**config.mk**
```make
export PLATFORM = sky130hd
export DESIGN_NAME = pipe_hazard_ctrl_flat
export DESIGN_NICKNAME = d
export VERILOG_FILES = /design/src/rtl/pipe_pkg.sv /design/src/rtl/pipe_hazard_ctrl_if.sv /design/src/rtl/pipe_hazard_ctrl_sb_match.sv /design/src/rtl/pipe_hazard_ctrl.sv /design/src/flat_wrapper.sv
export SDC_FILE = /design/constraint.sdc
export NUM_CORES = 1
export LEC_CHECK = 0
export CAP_MARGIN = 40
export CORE_MARGIN = 2
export CORE_UTILIZATION = 55
export CTS_BUF_LIST = sky130_fd_sc_hd__clkbuf_4
export CTS_CLUSTER_DIAMETER = 150
export DETAILED_ROUTE_END_ITERATION = 12
export DONT_BUFFER_PORTS = 1
export PLACE_DENSITY = 0.7
export SLEW_MARGIN = 20
export SYNTH_ARGS = -nofsm -noshare
export SYNTH_HDL_FRONTEND = slang
export SYNTH_SLANG_ARGS = --single-unit
```
**constraint.sdc**
```tcl
create_clock -name clk -period 6.2 [get_ports clk]
set_clock_uncertainty 0.15 [all_clocks]
set_input_delay 1.24 -clock clk [delete_from_list [all_inputs] [get_ports clk]]
set_output_delay 1.24 -clock clk [all_outputs]
set_load 0.005 [all_outputs]
```
**src/rtl/pipe_pkg.sv**
```systemverilog
// Shared types for the pipeline hazard unit: forwarding selects, stage indices
// and the scoreboard entry kept for each in-flight instruction.
package pipe_pkg;

    typedef enum logic [1:0] {
        FWD_RF = 2'd0,
        FWD_E  = 2'd1,
        FWD_M  = 2'd2,
        FWD_W  = 2'd3
    } fwd_sel_t;

    localparam int STG_F = 0;
    localparam int STG_D = 1;
    localparam int STG_E = 2;
    localparam int STG_M = 3;
    localparam int STG_W = 4;

    // Entries hold dst at a fixed width so the struct can live in the package.
    localparam int SB_DST_W = 8;

    typedef struct packed {
        logic                valid;
        logic [SB_DST_W-1:0] dst;
        logic                wen;
        logic                load;
        logic                mem;
    } sb_entry_t;

    function automatic fwd_sel_t fwd_pick(input logic hit_e, input logic hit_m,
                                          input logic hit_w, input logic e_is_load);
        if (hit_e && !e_is_load) return FWD_E;
        if (hit_m) return FWD_M;
        if (hit_w) return FWD_W;
        return FWD_RF;
    endfunction

endpackage

```
**src/rtl/pipe_hazard_ctrl_if.sv**
```systemverilog
// D-stage description, memory/branch status and the resulting pipeline
// control signals exchanged between the decoder side and the hazard unit.
interface pipe_hazard_ctrl_if #(
    parameter int REG_AW = 5,
    parameter int CNT_W  = 32
);
    logic              d_valid;
    logic [REG_AW-1:0] d_rs;
    logic [REG_AW-1:0] d_rt;
    logic              d_rs_used;
    logic              d_rt_used;
    logic [REG_AW-1:0] d_dst;
    logic              d_wen;
    logic              d_load;
    logic              d_mem;
    logic              br_taken;
    logic              mem_ready;

    logic              stall_f;
    logic              stall_d;
    logic              flush_fd;
    logic              flush_de;
    logic              flush_em;
    logic              redirect;
    logic              freeze;
    logic [1:0]        fwd_a;
    logic [1:0]        fwd_b;
    logic [CNT_W-1:0]  stall_cnt;
    logic [CNT_W-1:0]  flush_cnt;

    modport master (
        output d_valid, d_rs, d_rt, d_rs_used, d_rt_used, d_dst, d_wen, d_load, d_mem,
        output br_taken, mem_ready,
        input  stall_f, stall_d, flush_fd, flush_de, flush_em, redirect, freeze,
        input  fwd_a, fwd_b, stall_cnt, flush_cnt
    );

    modport slave (
        input  d_valid, d_rs, d_rt, d_rs_used, d_rt_used, d_dst, d_wen, d_load, d_mem,
        input  br_taken, mem_ready,
        output stall_f, stall_d, flush_fd, flush_de, flush_em, redirect, freeze,
        output fwd_a, fwd_b, stall_cnt, flush_cnt
    );

endinterface

```
**src/rtl/pipe_hazard_ctrl_sb_match.sv**
```systemverilog
// Compares one D-stage source register against one scoreboard entry.
module sb_match
    import pipe_pkg::*;
#(
    parameter int REG_AW = 5
) (
    input  logic [REG_AW-1:0] src,
    input  logic              used,
    input  sb_entry_t         entry,
    output logic              hit
);

    // Register 0 never carries a produced value, so it can never match.
    assign hit = used && (src != '0) && entry.valid && entry.wen &&
                 (entry.dst == SB_DST_W'(src));

    logic unused_fields;
    assign unused_fields = ^{entry.load, entry.mem};

endmodule

```
**src/rtl/pipe_hazard_ctrl.sv**
```systemverilog
// Hazard and flow-control unit: tracks E/M/W occupancy and drives stalls,
// flushes, memory freeze and forwarding selects for the 5-stage pipeline.
module pipe_hazard_ctrl
    import pipe_pkg::*;
#(
    parameter int REG_AW        = 5,
    parameter int RESOLVE_STAGE = 3,
    parameter int CNT_W         = 32
) (
    input logic               clk,
    input logic               reset,
    pipe_hazard_ctrl_if.slave bus
);

    if (RESOLVE_STAGE != STG_E && RESOLVE_STAGE != STG_M) begin : g_bad_resolve
        $error("pipe_hazard_ctrl: RESOLVE_STAGE must be 2 (E) or 3 (M)");
    end
    if (REG_AW > SB_DST_W) begin : g_bad_aw
        $error("pipe_hazard_ctrl: REG_AW exceeds scoreboard dst width");
    end

    sb_entry_t        sb_e, sb_m, sb_w;
    sb_entry_t        stage_view [3];
    sb_entry_t        d_entry;
    sb_entry_t        res_entry;
    logic [2:0]       hit_a, hit_b;
    logic             frz_c, br_c, lu_c, stall_c, flush_de_c, flush_em_c;
    fwd_sel_t         fwd_a_c, fwd_b_c;
    logic [CNT_W-1:0] stall_cnt_q, flush_cnt_q;

    assign stage_view[0] = sb_e;
    assign stage_view[1] = sb_m;
    assign stage_view[2] = sb_w;

    for (genvar s = 0; s < 3; s++) begin : g_match
        sb_match #(.REG_AW(REG_AW)) u_match_a (
            .src(bus.d_rs), .used(bus.d_rs_used), .entry(stage_view[s]), .hit(hit_a[s])
        );
        sb_match #(.REG_AW(REG_AW)) u_match_b (
            .src(bus.d_rt), .used(bus.d_rt_used), .entry(stage_view[s]), .hit(hit_b[s])
        );
    end

    assign d_entry   = {bus.d_valid, SB_DST_W'(bus.d_dst), bus.d_wen, bus.d_load, bus.d_mem};
    assign res_entry = (RESOLVE_STAGE == STG_M) ? sb_m : sb_e;

    // Priority chain: freeze masks everything, a taken branch kills the D instruction.
    assign frz_c      = sb_m.valid && sb_m.mem && !bus.mem_ready;
    assign br_c       = !frz_c && res_entry.valid && bus.br_taken;
    assign lu_c       = !frz_c && !br_c &&
                        (((hit_a[0] || hit_b[0]) && sb_e.load) ||
                         ((hit_a[1] || hit_b[1]) && sb_m.load));
    assign stall_c    = frz_c || lu_c;
    assign flush_de_c = br_c || lu_c;
    assign flush_em_c = br_c && (RESOLVE_STAGE == STG_M);

    assign fwd_a_c = frz_c ? FWD_RF : fwd_pick(hit_a[0], hit_a[1], hit_a[2], sb_e.load);
    assign fwd_b_c = frz_c ? FWD_RF : fwd_pick(hit_b[0], hit_b[1], hit_b[2], sb_e.load);

    assign bus.stall_f   = stall_c;
    assign bus.stall_d   = stall_c;
    assign bus.flush_fd  = br_c;
    assign bus.flush_de  = flush_de_c;
    assign bus.flush_em  = flush_em_c;
    assign bus.redirect  = br_c;
    assign bus.freeze    = frz_c;
    assign bus.fwd_a     = fwd_a_c;
    assign bus.fwd_b     = fwd_b_c;
    assign bus.stall_cnt = stall_cnt_q;
    assign bus.flush_cnt = flush_cnt_q;

    // While frozen E and M hold their instructions and W drains to a bubble.
    always_ff @(posedge clk) begin
        if (!reset) begin
            sb_e        <= '0;
            sb_m        <= '0;
            sb_w        <= '0;
            stall_cnt_q <= '0;
            flush_cnt_q <= '0;
        end else begin
            if (frz_c) begin
                sb_w <= '0;
            end else begin
                sb_w <= sb_m;
                sb_m <= flush_em_c ? '0 : sb_e;
                sb_e <= flush_de_c ? '0 : d_entry;
            end
            if (stall_c && !(&stall_cnt_q)) stall_cnt_q <= stall_cnt_q + CNT_W'(1);
            if (br_c && !(&flush_cnt_q))    flush_cnt_q <= flush_cnt_q + CNT_W'(1);
        end
    end

endmodule

```
**src/flat_wrapper.sv**
```systemverilog
// flat-port wrapper written by rule: the top's interface ports become plain ports
module pipe_hazard_ctrl_flat import pipe_pkg::*;
#(
    parameter int REG_AW        = 5,
    parameter int RESOLVE_STAGE = 3,
    parameter int CNT_W         = 32
)
  (clk, reset, bus_d_valid, bus_d_rs, bus_d_rt, bus_d_rs_used, bus_d_rt_used, bus_d_dst, bus_d_wen, bus_d_load, bus_d_mem, bus_br_taken, bus_mem_ready, bus_stall_f, bus_stall_d, bus_flush_fd, bus_flush_de, bus_flush_em, bus_redirect, bus_freeze, bus_fwd_a, bus_fwd_b, bus_stall_cnt, bus_flush_cnt);
  pipe_hazard_ctrl_if #(.REG_AW(REG_AW), .CNT_W(CNT_W)) bus_i ();
  input logic clk;
  input logic reset;
  input wire logic [$bits(bus_i.d_valid)-1:0] bus_d_valid;
  input wire logic [$bits(bus_i.d_rs)-1:0] bus_d_rs;
  input wire logic [$bits(bus_i.d_rt)-1:0] bus_d_rt;
  input wire logic [$bits(bus_i.d_rs_used)-1:0] bus_d_rs_used;
  input wire logic [$bits(bus_i.d_rt_used)-1:0] bus_d_rt_used;
  input wire logic [$bits(bus_i.d_dst)-1:0] bus_d_dst;
  input wire logic [$bits(bus_i.d_wen)-1:0] bus_d_wen;
  input wire logic [$bits(bus_i.d_load)-1:0] bus_d_load;
  input wire logic [$bits(bus_i.d_mem)-1:0] bus_d_mem;
  input wire logic [$bits(bus_i.br_taken)-1:0] bus_br_taken;
  input wire logic [$bits(bus_i.mem_ready)-1:0] bus_mem_ready;
  output wire logic [$bits(bus_i.stall_f)-1:0] bus_stall_f;
  output wire logic [$bits(bus_i.stall_d)-1:0] bus_stall_d;
  output wire logic [$bits(bus_i.flush_fd)-1:0] bus_flush_fd;
  output wire logic [$bits(bus_i.flush_de)-1:0] bus_flush_de;
  output wire logic [$bits(bus_i.flush_em)-1:0] bus_flush_em;
  output wire logic [$bits(bus_i.redirect)-1:0] bus_redirect;
  output wire logic [$bits(bus_i.freeze)-1:0] bus_freeze;
  output wire logic [$bits(bus_i.fwd_a)-1:0] bus_fwd_a;
  output wire logic [$bits(bus_i.fwd_b)-1:0] bus_fwd_b;
  output wire logic [$bits(bus_i.stall_cnt)-1:0] bus_stall_cnt;
  output wire logic [$bits(bus_i.flush_cnt)-1:0] bus_flush_cnt;
  assign bus_i.d_valid = bus_d_valid;
  assign bus_i.d_rs = bus_d_rs;
  assign bus_i.d_rt = bus_d_rt;
  assign bus_i.d_rs_used = bus_d_rs_used;
  assign bus_i.d_rt_used = bus_d_rt_used;
  assign bus_i.d_dst = bus_d_dst;
  assign bus_i.d_wen = bus_d_wen;
  assign bus_i.d_load = bus_d_load;
  assign bus_i.d_mem = bus_d_mem;
  assign bus_i.br_taken = bus_br_taken;
  assign bus_i.mem_ready = bus_mem_ready;
  assign bus_stall_f = bus_i.stall_f;
  assign bus_stall_d = bus_i.stall_d;
  assign bus_flush_fd = bus_i.flush_fd;
  assign bus_flush_de = bus_i.flush_de;
  assign bus_flush_em = bus_i.flush_em;
  assign bus_redirect = bus_i.redirect;
  assign bus_freeze = bus_i.freeze;
  assign bus_fwd_a = bus_i.fwd_a;
  assign bus_fwd_b = bus_i.fwd_b;
  assign bus_stall_cnt = bus_i.stall_cnt;
  assign bus_flush_cnt = bus_i.flush_cnt;
  pipe_hazard_ctrl #(.REG_AW(REG_AW), .RESOLVE_STAGE(RESOLVE_STAGE), .CNT_W(CNT_W)) u_core (.clk(clk), .reset(reset), .bus(bus_i));
endmodule
```
==> flow_summary_export.csv <==
group,metric,value,unit
route,drc_errors,0,
grt,overflow,0,
synthesis,synth_cell_types,46,
floorplanning,die-area,8880,um2
route,wl_per_cell,16.6,um
cts,cts_tree,"done",
floorplanning,start_util,57.4,%
power,p_seq_share,61.1,%
synthesis,synth-compound-area-share,12.1,%
critical_path,cp.required,4.81,ns
power,powerDensity,207,nW/um2
synthesis,netlist_instances,529,
timing,finalHoldViolations,0,
cts,clock-sinks,89,
synthesis,synthFlopType,"dfxtp_1",
placed_design,gp_congestion,0.866,
cts,ctsHoldBuffers,0,
cells_and_area,nNetsFinal,542,
timing,rsz0062_at_grt,"no",
cells_and_area,layout_common_cells,"dfxtp_1 (89), nor2_1 (61), nand2_1 (39)",
cts,clock_latency,0.42,ns
grt,grt_start_max_net_pins,58,
cells_and_area,fillCellCount,719,
grt,grt_pass1_wl,16.8,mm
floorplanning,std_cell_rows,32,
timing,setup_violations,0,
critical_path,endpoint_kind,"primary output",
synthesis,yosysTopAreaCell,"dfxtp_1",
job,drv_cap,0,
floorplanning,die_h,94.2,um
timing,worstMarginPinSlew,0.812,ns
cells_and_area,final_common_cell,"dfxtp_1",
cells_and_area,num_antenna_cells,0,
route,drt_iter0_drc,220,
route,vias_per_cell,6.07,
synthesis,yosys.area_share.xor_xnor,11.3,%
placed_design,port_buffers,0,
synthesis,synth_mux_area_share,1.56,%
cts,clk_pin_slew,0.14,ns
critical_path,path_max_fanout,4,
critical_path,path_class,"primary input to primary output",
floorplanning,die_x,94.2,um
synthesis,syn-num-nets,556,
synthesis,synth_seq_area_share,39.8,%
synthesis,synth_top_family_by_area,"simple AND/OR/NAND/NOR gates",
grt,grt_pass1_vias,3469,
timing,setup_slack,2.13,ns
outcome,status,"complete, no violations",
cts,cts_root_buf,"clkbuf_4",
cts,cts_setup_buffers,0,
min_path,worstHoldPathType,"flop to flop",
route,drtAntennaViolNets,0,
synthesis,ys_top_cells_by_area,"dfxtp_1 (40%), xor2_1 (6.6%), nor2_1 (5.1%)",
route,routed_wl,10.4,mm
synthesis,synthAdderAreaFrac,0.559,%
power,intPower,0.729,mW
power,comb_power_share,4.4,%
synthesis,yosys.area.top_type_share,39.8,%
critical_path,critPathLaunchType,"primary input",
timing,fmax,246,MHz
synthesis,synth-simple-area-share,30.6,%
power,peakVddDrop,0.129,mV
synthesis,synth_seq_cells,89,
placed_design,dp_slack,2.13,ns
grt,grt_use_total,23.6,%
power,p_leak,1.59,nW
cells_and_area,area_growth,3.97,%
grt,antenna_found_initial,0,
timing,maxSlewHeadroom,45.7,%
timing,finalCritPeriodShare,65.7,%
route,vias,3778,
cts,post_cts_resized,0,
cts,cts_htree_levels,3,
timing,setup-tns-final,0,ns
floorplanning,pin_count,100,
cts,numCtsBuffers,9,
cells_and_area,layout-drive-gt1-share,5.77,%
timing,drv_slew,0,
power,netSwitchingFraction,24.3,%
critical_path,cp_data_arrival_time,2.68,ns
timing,finalCriticalPeriod,4.07,ns
synthesis,synth_edf_count,0,
power,pwr-share-clk,34.4,%
route,firstDrtPassIters,4,
synthesis,synthesis.area,4480,um2
cts,clockBufferDepth,2,
floorplanning,fp.coreArea,7810,um2
power,p_sw,0.234,mW
synthesis,avgSynthCellArea,8.47,um2
synthesis,async_flop_share,0,%
synthesis,ys_warn_count,0,
placed_design,hpwl,7.40,mm
-- sequential cells by signal (all words and copies together), names as in the netlist --
signal,flops
u_core.bus.flush_cnt,32
u_core.sb_w,7
u_core.res_entry,9
u_core.sb_e,9
u_core.bus.stall_cnt,32
-- layer usage --
metal	wire [um]	GRT usage [%]	vias to the layer above
li1	-	-	1892
met1	4700	32.0	1774
met2	4750	36.3	100
met3	773	6.34	12
met4	131	7.97	0
met5	0	0	-
-- final cells by class --
type / instances / area, um2 / share of cell area [%]
Clock buffer: 10 / 75.1 / 1.61
Clock inverter: 6 / 68.8 / 1.48
Inverter: 8 / 30.0 / 0.645
Multi-Input combinational cell: 403 / 2530 / 54.3
Sequential cell: 89 / 1780 / 38.3
Tap cell: 102 / 128 / 2.74
Timing Repair Buffer: 4 / 46.3 / 0.994
-- worst max-delay path, stage by stage --
cell and delay [ns]:
or4_1 0.52, o21ai_1 0.22, or3_4 0.19, a21oi_2 0.09, or3_1 0.42
-- Yosys cell counts, types with 4 or more instances --
master and instances:
dfxtp_1 89, nor2_1 61, nand2_1 39, nand3_1 35, xor2_1 34, nand4_1 26
xnor2_1 24, a21oi_1 22, and3_1 19, or4_1 17, clkbuf_1 16, a22oi_1 15
o31ai_1 14, nand2b_1 11, and4_1 9, inv_1 8, or3_1 8, mux2i_1 7
nor4_1 7, o21ai_0 7, buf_4 6, nor3_1 6, and2_1 5, buf_2 4
o211ai_1 4, o21ai_1 4, o311ai_0 4, o41ai_1 4
-- power groups by stage --
stage	clock [mW]	sequential, mW	combinational [mW]
2_1_floorplan	0	0.598	0.0384
3_3_place_gp	0	0.601	0.0409
3_5_place_dp	0	0.601	0.0432
4_1_cts	0.338	0.588	0.0433
5_1_grt	0.362	0.590	0.0486
6_report	0.332	0.589	0.0428
-- final timing paths --
path | slack (ns) | depth (start not counted) | from | to
hold / removal | 0.34 | 2 | u_core.sb_e[0]$_SDFFE_PN0N_ | u_core.res_entry[0]$_SDFFE_PN0N_
setup / recovery | 2.13 | 5 | bus_d_rt[0] | bus_flush_de
setup reg to reg | 3.41 | 8 | u_core.res_entry[0]$_SDFFE_PN0N_ | u_core.bus.stall_cnt[3]$_SDFFE_PN0P_
hold reg to reg | 0.34 | 2 | u_core.sb_e[0]$_SDFFE_PN0N_ | u_core.res_entry[0]$_SDFFE_PN0N_
-- cells by family (layout without fill, tap and decap cells) --
group	count (synthesis)	count (layout)
flops	89	89
mux	7	7
fa+ha+maj	2	2
simple gates	255	255
compound gates	81	81
xor+xnor	58	58
buf+inv	37	28
-- stage by stage --
stage / cells / power (mW) / util (%) / hold WS [ns] / area (um2)
6_report: 622 / 0.963 / 59.6 / 0.342 / 4660
2_1_floorplan: 529 / 0.637 / - / 0.287 / 4480
3_5_place_dp: 606 / 0.644 / 57.8 / 0.308 / 4510
5_1_grt: 622 / 1.00 / 59.6 / 0.364 / 4660
3_3_place_gp: 604 / 0.642 / 57.4 / 0.302 / 4480
4_1_cts: 622 / 0.970 / 59.6 / 0.342 / 4660
Power figures use the tool's default switching activity.
